`config.mk`:
```
export PLATFORM = sky130hd
export DESIGN_NAME = msx_bus_request_flat
export DESIGN_NICKNAME = d
export VERILOG_FILES = /design/src/rtl/msx_bus_request_if.sv /design/src/rtl/msx_bus_request.sv /design/src/flat_wrapper.sv
export SDC_FILE = /design/constraint.sdc
export NUM_CORES = 1
export LEC_CHECK = 0
export ABC_AREA = 1
export CORE_ASPECT_RATIO = 1.75
export CORE_MARGIN = 2
export CORE_UTILIZATION = 42
export DETAILED_ROUTE_END_ITERATION = 16
export PLACE_DENSITY = 0.85
export SYNTH_ARGS = -nofsm -noshare
export SYNTH_HDL_FRONTEND = slang
export SYNTH_SLANG_ARGS = --single-unit
```
`constraint.sdc`:
```
create_clock -name clk -period 1.4 [get_ports clk]
set_input_delay 0.28 -clock clk [delete_from_list [all_inputs] [get_ports clk]]
set_output_delay 0.28 -clock clk [all_outputs]
set_load 0.005 [all_outputs]
```
`src/rtl/msx_bus_request_if.sv`:
```
// msx_bus_request_if: request/ready handshake between the MSX bus front end and internal targets
interface msx_bus_request_if;
  logic        bus_valid;
  logic        bus_ioreq;
  logic        bus_write;
  logic [15:0] bus_address;
  logic [7:0]  bus_wdata;
  logic        bus_ready;
  logic [7:0]  bus_rdata;
  logic        bus_rdata_en;
  modport master (
    output bus_valid, bus_ioreq, bus_write, bus_address, bus_wdata,
    input  bus_ready, bus_rdata, bus_rdata_en
  );
  modport slave (
    input  bus_valid, bus_ioreq, bus_write, bus_address, bus_wdata,
    output bus_ready, bus_rdata, bus_rdata_en
  );
endinterface

```
`src/rtl/msx_bus_request.sv`:
```
// msx_bus_request: turns each MSX slot-memory or I/O strobe into one request/ready transaction
// Strobes are synchronised, the address is allowed to settle, and read data drives the MSX bus.
module msx_bus_request #(
  parameter int SYNC_STAGES = 2,
  parameter int ADDR_SETTLE = 8,
  parameter int TIMEOUT     = 255
) (
  input  logic        clk,
  input  logic        n_reset,
  input  logic [15:0] i_address,
  input  logic        i_n_sltsl,
  input  logic        i_n_merq,
  input  logic        i_n_iorq,
  input  logic        i_n_rd,
  input  logic        i_n_wr,
  input  logic [7:0]  i_d_in,
  output logic [7:0]  o_d_out,
  output logic        o_d_oe,
  msx_bus_request_if.master bus
);
  typedef enum logic [1:0] {IDLE, SETTLE, REQ, HOLD} state_t;
  localparam logic [7:0] SETTLE_LOAD = 8'(ADDR_SETTLE - 1);
  localparam logic [7:0] TMO_LOAD = 8'(TIMEOUT - 1);
  logic [4:0] r_sync [SYNC_STAGES];
  logic [SYNC_STAGES-1:0] r_warm;
  state_t r_state, w_state;
  logic [7:0] r_cnt, w_cnt, r_wdata, w_wdata, r_dout, w_dout;
  logic [15:0] r_addr, w_addr;
  logic r_armed, w_armed, r_ioreq, w_ioreq, r_write, w_write, r_valid, w_valid, r_doe, w_doe;
  logic w_s_sltsl, w_s_merq, w_s_iorq, w_s_rd, w_s_wr, w_io, w_start, w_strb;
  assign {w_s_sltsl, w_s_merq, w_s_iorq, w_s_rd, w_s_wr} = ~r_sync[SYNC_STAGES-1];
  assign w_io = w_s_iorq & ~w_s_merq;
  assign w_start = r_armed & (w_s_rd ^ w_s_wr) & ((w_s_merq & w_s_sltsl) | w_io);
  assign w_strb = r_write ? w_s_wr : w_s_rd;
  assign bus.bus_valid = r_valid;
  assign bus.bus_ioreq = r_ioreq;
  assign bus.bus_write = r_write;
  assign bus.bus_address = r_addr;
  assign bus.bus_wdata = r_wdata;
  assign o_d_out = r_dout;
  assign o_d_oe = r_doe;
  always_ff @(posedge clk) begin
    if (!n_reset) begin
      for (int k = 0; k < SYNC_STAGES; k++) r_sync[k] <= '1;
      r_warm <= '0;
      r_state <= IDLE;
      r_cnt <= '0;
      r_armed <= 1'b0;
      r_ioreq <= 1'b0;
      r_write <= 1'b0;
      r_valid <= 1'b0;
      r_addr <= '0;
      r_wdata <= '0;
      r_dout <= '0;
      r_doe <= 1'b0;
    end else begin
      r_sync[0] <= {i_n_sltsl, i_n_merq, i_n_iorq, i_n_rd, i_n_wr};
      for (int k = 1; k < SYNC_STAGES; k++) r_sync[k] <= r_sync[k-1];
      r_warm <= {r_warm[SYNC_STAGES-2:0], 1'b1};
      r_state <= w_state;
      r_cnt <= w_cnt;
      r_armed <= w_armed;
      r_ioreq <= w_ioreq;
      r_write <= w_write;
      r_valid <= w_valid;
      r_addr <= w_addr;
      r_wdata <= w_wdata;
      r_dout <= w_dout;
      r_doe <= w_doe;
    end
  end
  // Arming waits for the sync chain to hold real pin samples, so a strobe held through reset stays ignored
  always_comb begin
    w_state = r_state;
    w_cnt = r_cnt;
    w_armed = r_armed | (r_warm[SYNC_STAGES-1] & ~w_s_rd & ~w_s_wr);
    w_ioreq = r_ioreq;
    w_write = r_write;
    w_valid = r_valid;
    w_addr = r_addr;
    w_wdata = r_wdata;
    w_dout = r_dout;
    w_doe = r_doe;
    case (r_state)
      IDLE: if (w_start) begin
        w_state = SETTLE;
        w_cnt = SETTLE_LOAD;
        w_ioreq = w_io;
        w_write = w_s_wr;
        w_armed = 1'b0;
      end
      SETTLE: if (!w_strb) w_state = IDLE;
      else if (r_cnt == 8'd0) begin
        w_addr = i_address;
        w_wdata = r_write ? i_d_in : r_wdata;
        w_valid = 1'b1;
        w_cnt = TMO_LOAD;
        w_state = REQ;
      end else w_cnt = r_cnt - 8'd1;
      REQ: if (bus.bus_ready) begin
        w_valid = 1'b0;
        w_state = HOLD;
        w_doe = ~r_write & bus.bus_rdata_en;
        w_dout = w_doe ? bus.bus_rdata : r_dout;
      end else if (r_cnt == 8'd0) begin
        w_valid = 1'b0;
        w_state = HOLD;
      end else w_cnt = r_cnt - 8'd1;
      HOLD: if (!w_strb) begin
        w_doe = 1'b0;
        w_dout = '0;
        w_state = IDLE;
      end
    endcase
  end
endmodule

```
`src/flat_wrapper.sv`:
```
// flat-port wrapper written by rule: the top's interface ports become plain ports
module msx_bus_request_flat 
#(
  parameter int SYNC_STAGES = 2,
  parameter int ADDR_SETTLE = 8,
  parameter int TIMEOUT     = 255
)
  (clk, n_reset, i_address, i_n_sltsl, i_n_merq, i_n_iorq, i_n_rd, i_n_wr, i_d_in, o_d_out, o_d_oe, bus_bus_valid, bus_bus_ioreq, bus_bus_write, bus_bus_address, bus_bus_wdata, bus_bus_ready, bus_bus_rdata, bus_bus_rdata_en);
  msx_bus_request_if bus_i ();
  input  logic clk;
  input  logic n_reset;
  input  logic [15:0] i_address;
  input  logic i_n_sltsl;
  input  logic i_n_merq;
  input  logic i_n_iorq;
  input  logic i_n_rd;
  input  logic i_n_wr;
  input  logic [7:0] i_d_in;
  output logic [7:0] o_d_out;
  output logic o_d_oe;
  output wire logic [$bits(bus_i.bus_valid)-1:0] bus_bus_valid;
  output wire logic [$bits(bus_i.bus_ioreq)-1:0] bus_bus_ioreq;
  output wire logic [$bits(bus_i.bus_write)-1:0] bus_bus_write;
  output wire logic [$bits(bus_i.bus_address)-1:0] bus_bus_address;
  output wire logic [$bits(bus_i.bus_wdata)-1:0] bus_bus_wdata;
  input wire logic [$bits(bus_i.bus_ready)-1:0] bus_bus_ready;
  input wire logic [$bits(bus_i.bus_rdata)-1:0] bus_bus_rdata;
  input wire logic [$bits(bus_i.bus_rdata_en)-1:0] bus_bus_rdata_en;
  assign bus_bus_valid = bus_i.bus_valid;
  assign bus_bus_ioreq = bus_i.bus_ioreq;
  assign bus_bus_write = bus_i.bus_write;
  assign bus_bus_address = bus_i.bus_address;
  assign bus_bus_wdata = bus_i.bus_wdata;
  assign bus_i.bus_ready = bus_bus_ready;
  assign bus_i.bus_rdata = bus_bus_rdata;
  assign bus_i.bus_rdata_en = bus_bus_rdata_en;
  msx_bus_request #(.SYNC_STAGES(SYNC_STAGES), .ADDR_SETTLE(ADDR_SETTLE), .TIMEOUT(TIMEOUT)) u_core (.clk(clk), .n_reset(n_reset), .i_address(i_address), .i_n_sltsl(i_n_sltsl), .i_n_merq(i_n_merq), .i_n_iorq(i_n_iorq), .i_n_rd(i_n_rd), .i_n_wr(i_n_wr), .i_d_in(i_d_in), .o_d_out(o_d_out), .o_d_oe(o_d_oe), .bus(bus_i));
endmodule
```
### Word level (Yosys, flattened, before mapping)

Memory sizes are Yosys's and may differ from the RTL's.
Index checks and enable logic that the tools add are counted.

* RAM bits: 10
* output and inout port bits: 36
* logic and storage cells: 90
* latch bits: 0
* memories: 1
* register bits: 49
* bits in read-only memories: 0

* muxes and demuxes: 33
* equal/unequal tests: 13
* reduce and logical (&&, ||, !) cells: 13
* $lt $le $gt $ge: 0
* multiply operators: 0
* div/mod/pow operators: 0
* $add $sub $neg: 1
* bitwise gates (word level): 17
* shift operators: 0

Memory list
* u_core.r_sync: words 2, bits a word 5, rd ports 2, clocked after memory_dff 0, wr ports 2, RTL line msx_bus_request.sv:24 `logic [4:0] r_sync [SYNC_STAGES];`

Operators by type and width (count)
* 8-bit two-way mux: 8
* 8-bit case mux with 3 select lines: 1
* 8-bit case mux with 2 select lines: 1
* 4-bit AND reduction: 4
* 1-bit two-way mux: 12
* 2-bit two-way mux: 6
* 5-bit two-way mux: 2
* 8-bit logical NOT: 1
* 2-bit by 1-bit inequality test with 1-bit output, second input constant: 4
* 2-bit inequality test, second input constant: 4
* 2-bit case mux with 4 select lines: 1
* 8-bit by 1-bit subtractor with 8-bit output, second input constant: 1
* 1-bit bitwise AND: 7
* 3-bit AND reduction: 2
* 5-bit inverter: 1
* 5-bit AND reduction: 1
* 2-bit == test, second input constant: 2
* 1-bit inverter: 4
* 1-bit OR: 4
* 1-bit case mux with 2 select lines: 2
* 2-bit nonzero test: 2
* 3-bit by 2-bit inequality test with 1-bit output, second input constant: 1
* 3-bit inequality test, second input constant: 1
* 3-bit nonzero test: 1
* 4 further kinds: 4

### Longest topological paths before layout

An unclocked memory read counts as a cell.

* depth in word-level cells: 8
* mapped depth: 11
* mapped depth without buffers: 11

### Worst setup path before layout

Ideal clock, no wire load.

* path type: reg2reg
* start: register u_core.r_state[0]
* end: register u_core.r_dout[0] (netlist: u_core.o_d_out[0])
* clock period less this slack: 1.502 ns
* setup time: 0.132 ns
* cell stages (with the launch flop): 9
* required time: 1.268 ns
* setup slack: -0.102 ns
* arrival time: 1.369 ns
* cell sequence: dfxtp_1 inv_1 ha_1 o21ai_0 nand2_1 nor2_4 inv_2 nand2_1 a21oi_1

* cells in the longest elaborated chain, start to end: 3

RTL lines
* start: declaration: RTL line msx_bus_request.sv:26 `state_t r_state, w_state;`
* start signal: assignment: RTL line msx_bus_request.sv:60 `r_state <= w_state;`
* 2-bit == test: RTL line msx_bus_request.sv:84 `case (r_state)`
* 2-bit by 1-bit inequality test with 1-bit output (no source line) (tied with other cells)
* 4-bit AND reduction (no source line)
* end signal: assignment: RTL line msx_bus_request.sv:68 `r_dout <= w_dout;`
* end: declaration: RTL line msx_bus_request.sv:27 `logic [7:0] r_cnt, w_cnt, r_wdata, w_wdata, r_dout, w_dout;`

Parallel ways exist; a longest one is shown, timed or not.
A chain may end at the register's enable or synchronous reset.

### Worst setup path after layout

* start: register u_core.r_cnt[1]
* end: register u_core.r_cnt[3]

* cells in the longest elaborated chain, start to end: 4

RTL lines
* start: declaration: RTL line msx_bus_request.sv:27
* start signal: assignment: RTL line msx_bus_request.sv:61 `r_cnt <= w_cnt;`
* 8-bit by 1-bit subtractor with 8-bit output or 8-bit logical NOT (tied branches)
* 8-bit two-way mux, on equally long branches: RTL line msx_bus_request.sv:105, msx_bus_request.sv:93
* 8-bit two-way mux, on equally long branches: RTL line msx_bus_request.sv:100, msx_bus_request.sv:92
* 8-bit case mux with 3 select lines: RTL line msx_bus_request.sv:84

Parallel ways exist; a longest one is shown, timed or not. The select of a mux whose other input is x is not followed.

==> metrics.yaml <==
clocking:
  worst_skew_pair.late_latency_ns: 0.35
  path_clk_slew_ns: 0.08
  htree_levels: 3
  tritoncts: "built"
  root_buffer: "clkbuf_8"
  cts.sinks: 59
  clockBufferDepth: 2
  cts_buffers: 9
worst_setup_path:
  worstPathCellList: "inv_2, ha_4, nand2_4, nor2_4, buf_6, nand3_4, nand3_4, clkinv_4, nand2_1, nand2_2, nor2_2"
  crit_path_end: "u_core.r_cnt[3]$_SDFFE_PN0P_"
  worst_ep_arrival_time_ns: 1.79
  timing.rr.end: "u_core.r_cnt[3]$_SDFFE_PN0P_"
  startpoint_type: "flip-flop"
  critPathMaxStageDelay_ns: 0.34
  worstPathRequired_ns: 1.68
  crit_path_end_kind: "flip-flop"
  critPathKind: "flip-flop to flip-flop"
  r2r_slack_ns: -0.12
  worst_path_most_repeated_cell: "nand3_4"
  worst-r2r-cell-count: 11
  slowest_stage: "dfxtp_2"
  critPathMaxFanout: 6
  rr_startpoint: "u_core.r_cnt[1]$_SDFFE_PN0P_"
  worstSetupStartpoint: "u_core.r_cnt[1]$_SDFFE_PN0P_"
sta:
  timing.slew.headroom_pct: 78.11
  hold_slack_ns: 0.4023
  min_period_ns: 1.515
  tightest_slew_ns: 0.3279
  final-hold-violation-count: 0
  setup_ws_ns: -0.1151
  finalMaxSlewViolations: 0
  finalClockSkew_ns: 0.01267
  min_period_over_period_pct: 108.2
  max_freq_mhz: 660.0
  setup_viol: 43
  grt_setup_unrepaired: "yes"
outcome:
  violations: "setup timing"
  run_status: "finished with violations"
logic_synthesis:
  synth_top_area_cell: "dfxtp_1"
  synth.avg_cell_area_um2: 7.707
  synth_top_family_by_area: "simple AND/OR/NAND/NOR gates"
  synth-warning-count: 0
  synth_seq_cells: 59
  ys_seq_area_share_pct: 47.15
  synth_cells: 325
  synth.net_count: 371
  syn-cell-area_um2: 2505
  synth.area.mux_share_pct: 0
  synth_compound_area_share_pct: 13.69
  synth_fa_ha_area_share_pct: 2.498
  yosys.area_share.simple_pct: 28.42
  synth_area_leaders: "dfxtp_1 (47%), nor2_1 (7.6%), nand2_1 (7.5%)"
  synth_xor_area_share_pct: 0.3497
  synth_top_area_share_pct: 47.15
  yosysUniqueCellTypes: 29
global_route:
  grt_max_degree: 25
  antenna_found_initial: 0
  track_usage_pct: 23.07
  grt_pass1_wl_um: 11970
  grt-ovfl-total: 0
  first_global_vias: 2670
hold_path:
  holdCritPathClass: "flip-flop to flip-flop"
  worst_hold_startpoint: "u_core.r_warm[0]$_DFF_P_"
pwr:
  pwr-share-seq_pct: 30.8
  power_w: 0.006254
  p_sw_w: 0.002070
  p_sw_share_pct: 33.10
  powerDensity_nw_per_um2: 1514
  ir_drop_v: 0.0009649
  leakage_nw: 1.897
  pwr-share-comb_pct: 38.3
  p_int_w: 0.004184
  p_clk_share_pct: 30.8
layout:
  nets: 491
  mostFrequentLayoutCells: "dfxtp_1 (50), nor2_1 (46), clkdlybuf4s50_1 (40), nand2_1 (39), dlygate4sd2_1 (35)"
  fin_area_um2: 4131
  final_common_cell: "dfxtp_1"
  synthToLayoutAreaGrowth_pct: 64.93
  fin_cells: 528
  diodes: 0
  drive_gt1_share_pct: 32.44
job:
  cap_viol_max_count: 0
drt:
  wl_um: 7463
  drt_first_pass_iters: 4
  vias: 2619
  first_iter_violations: 108
  drt-wirelength-per-cell_um: 14.13
  drc: 0
  viasPerCell: 4.960
  detail-route-antenna-nets: 0
placement:
  place_ws_ns: -0.2503
  routabilityCongestion: 0.8520
  dp.cells: 497
  io_buffers: 76
  dpl.hpwl_um: 4734
  placed_area_um2: 3553
die:
  num_rows: 37
  die_h_um: 106.2
  ios: 77
  die_x_um: 62.38
  dieArea_um2: 6622
  core_area_um2: 5833
  start_util_pct: 42.94
==> worst min path at each step <==
stage                                           to  slack [ns]  cells past startpoint
finish                 u_core.r_warm[1]$_SDFF_PN0_        0.40                      2
global route        u_core.r_sync[0][7]$_SDFF_PN1_        0.43                      1
CTS                    u_core.r_warm[1]$_SDFF_PN0_        0.41                      2
detailed placement  u_core.r_sync[0][9]$_SDFF_PN1_        0.40                      1
global placement       u_core.r_warm[1]$_SDFF_PN0_        0.39                      2
floorplan                 u_core.r_warm[0]$_DFF_P_        0.31                      0
==> repair_timing <==
action / CTS / global route
gates cloned: 2 / 0
setup buffers: 9 / 4
hold buffers: 0 / 0
endpoints found under the hold margin: 0 / 0
resized for setup: 95 / 42
pin swaps: 17 / 18
endpoints found under the setup margin: 80 / 45
==> cell families (layout without fill, tap and decap cells) <==
family | count (synthesis) | in the layout
buffers and inverters | 47 | 170
DFF | 59 | 59
and+or+nand+nor | 147 | 149
AOI/OAI and AO/OA | 66 | 66
adders and majority gates | 5 | 5
xor gates and xnor gates | 1 | 1
==> sequential cells by signal (all words and copies together), names as in the netlist, 2 cells and up, named ones only <==
signal                  count
u_core.o_d_out              8
u_core.r_cnt                8
u_core.bus.bus_address     16
u_core.r_warm               2
u_core.bus.bus_wdata        8
u_core.r_sync              10
==> routing by layer <==
layer	global-route usage, %	up-vias	part of all wire (%)
met3	6.138	28	4.7
li1	-	1285	-
met4	12.70	0	4.1
met5	0	-	0
met1	21.53	1219	36
met2	44.49	87	55
==> power by group through the flow <==
stage          clock [W]  sequential [W]  combinational [W]
2_1_floorplan          0         0.00193            0.00103
3_3_place_gp           0         0.00193            0.00163
3_5_place_dp           0         0.00194            0.00170
4_1_cts          0.00195         0.00191            0.00215
5_1_grt          0.00203         0.00194            0.00260
6_report         0.00193         0.00193            0.00240
==> stage by stage <==
step	TNS, ns	util (%)
6_report	-2.644	70.83
5_1_grt	-5.703	70.83
4_1_cts	-1.395	68.94
3_5_place_dp	-3.918	60.92
3_3_place_gp	-2.664	60.92
2_1_floorplan	-0.01191	-
==> cell type report <==
cell class                 instances  area, um2
multi-input combinational        221       1366
clock buffer                       9      123.9
fill                             465       1702
sequential                        59       1197
clock inverter                     7      123.9
inverter                          37      151.4
tap                               78      97.59
timing repair buffer             117       1071
==> synth_stat cells <==
library cell	count
nor3_1	2
o21ai_2	1
nand3_1	18
clkinv_2	1
nor2_8	1
a21oi_2	1
nor2_1	51
o211ai_1	1
o21ai_0	35
buf_4	1
nand4_1	2
nand2_2	3
buf_6	2
inv_2	6
xnor2_1	1
ha_1	5
nor2_4	3
or2_2	11
a21oi_1	25
nand3_2	1
nand2_4	3
o21ai_1	1
buf_2	1
clkbuf_1	6
nand2_1	50
a31oi_1	2
dfxtp_1	59
inv_1	30
nand3_4	2
==> critical path, delay by kind of cell, from the launching register on <==
| family | cells | cell delay (ns) |
|---|---|---|
| buf+inv | 3 | 0.31 |
| flops | 1 | 0.34 |
| simple gates | 7 | 0.65 |
| fa+ha+maj | 1 | 0.15 |
Note: power is estimated with default switching activity, not from simulation.
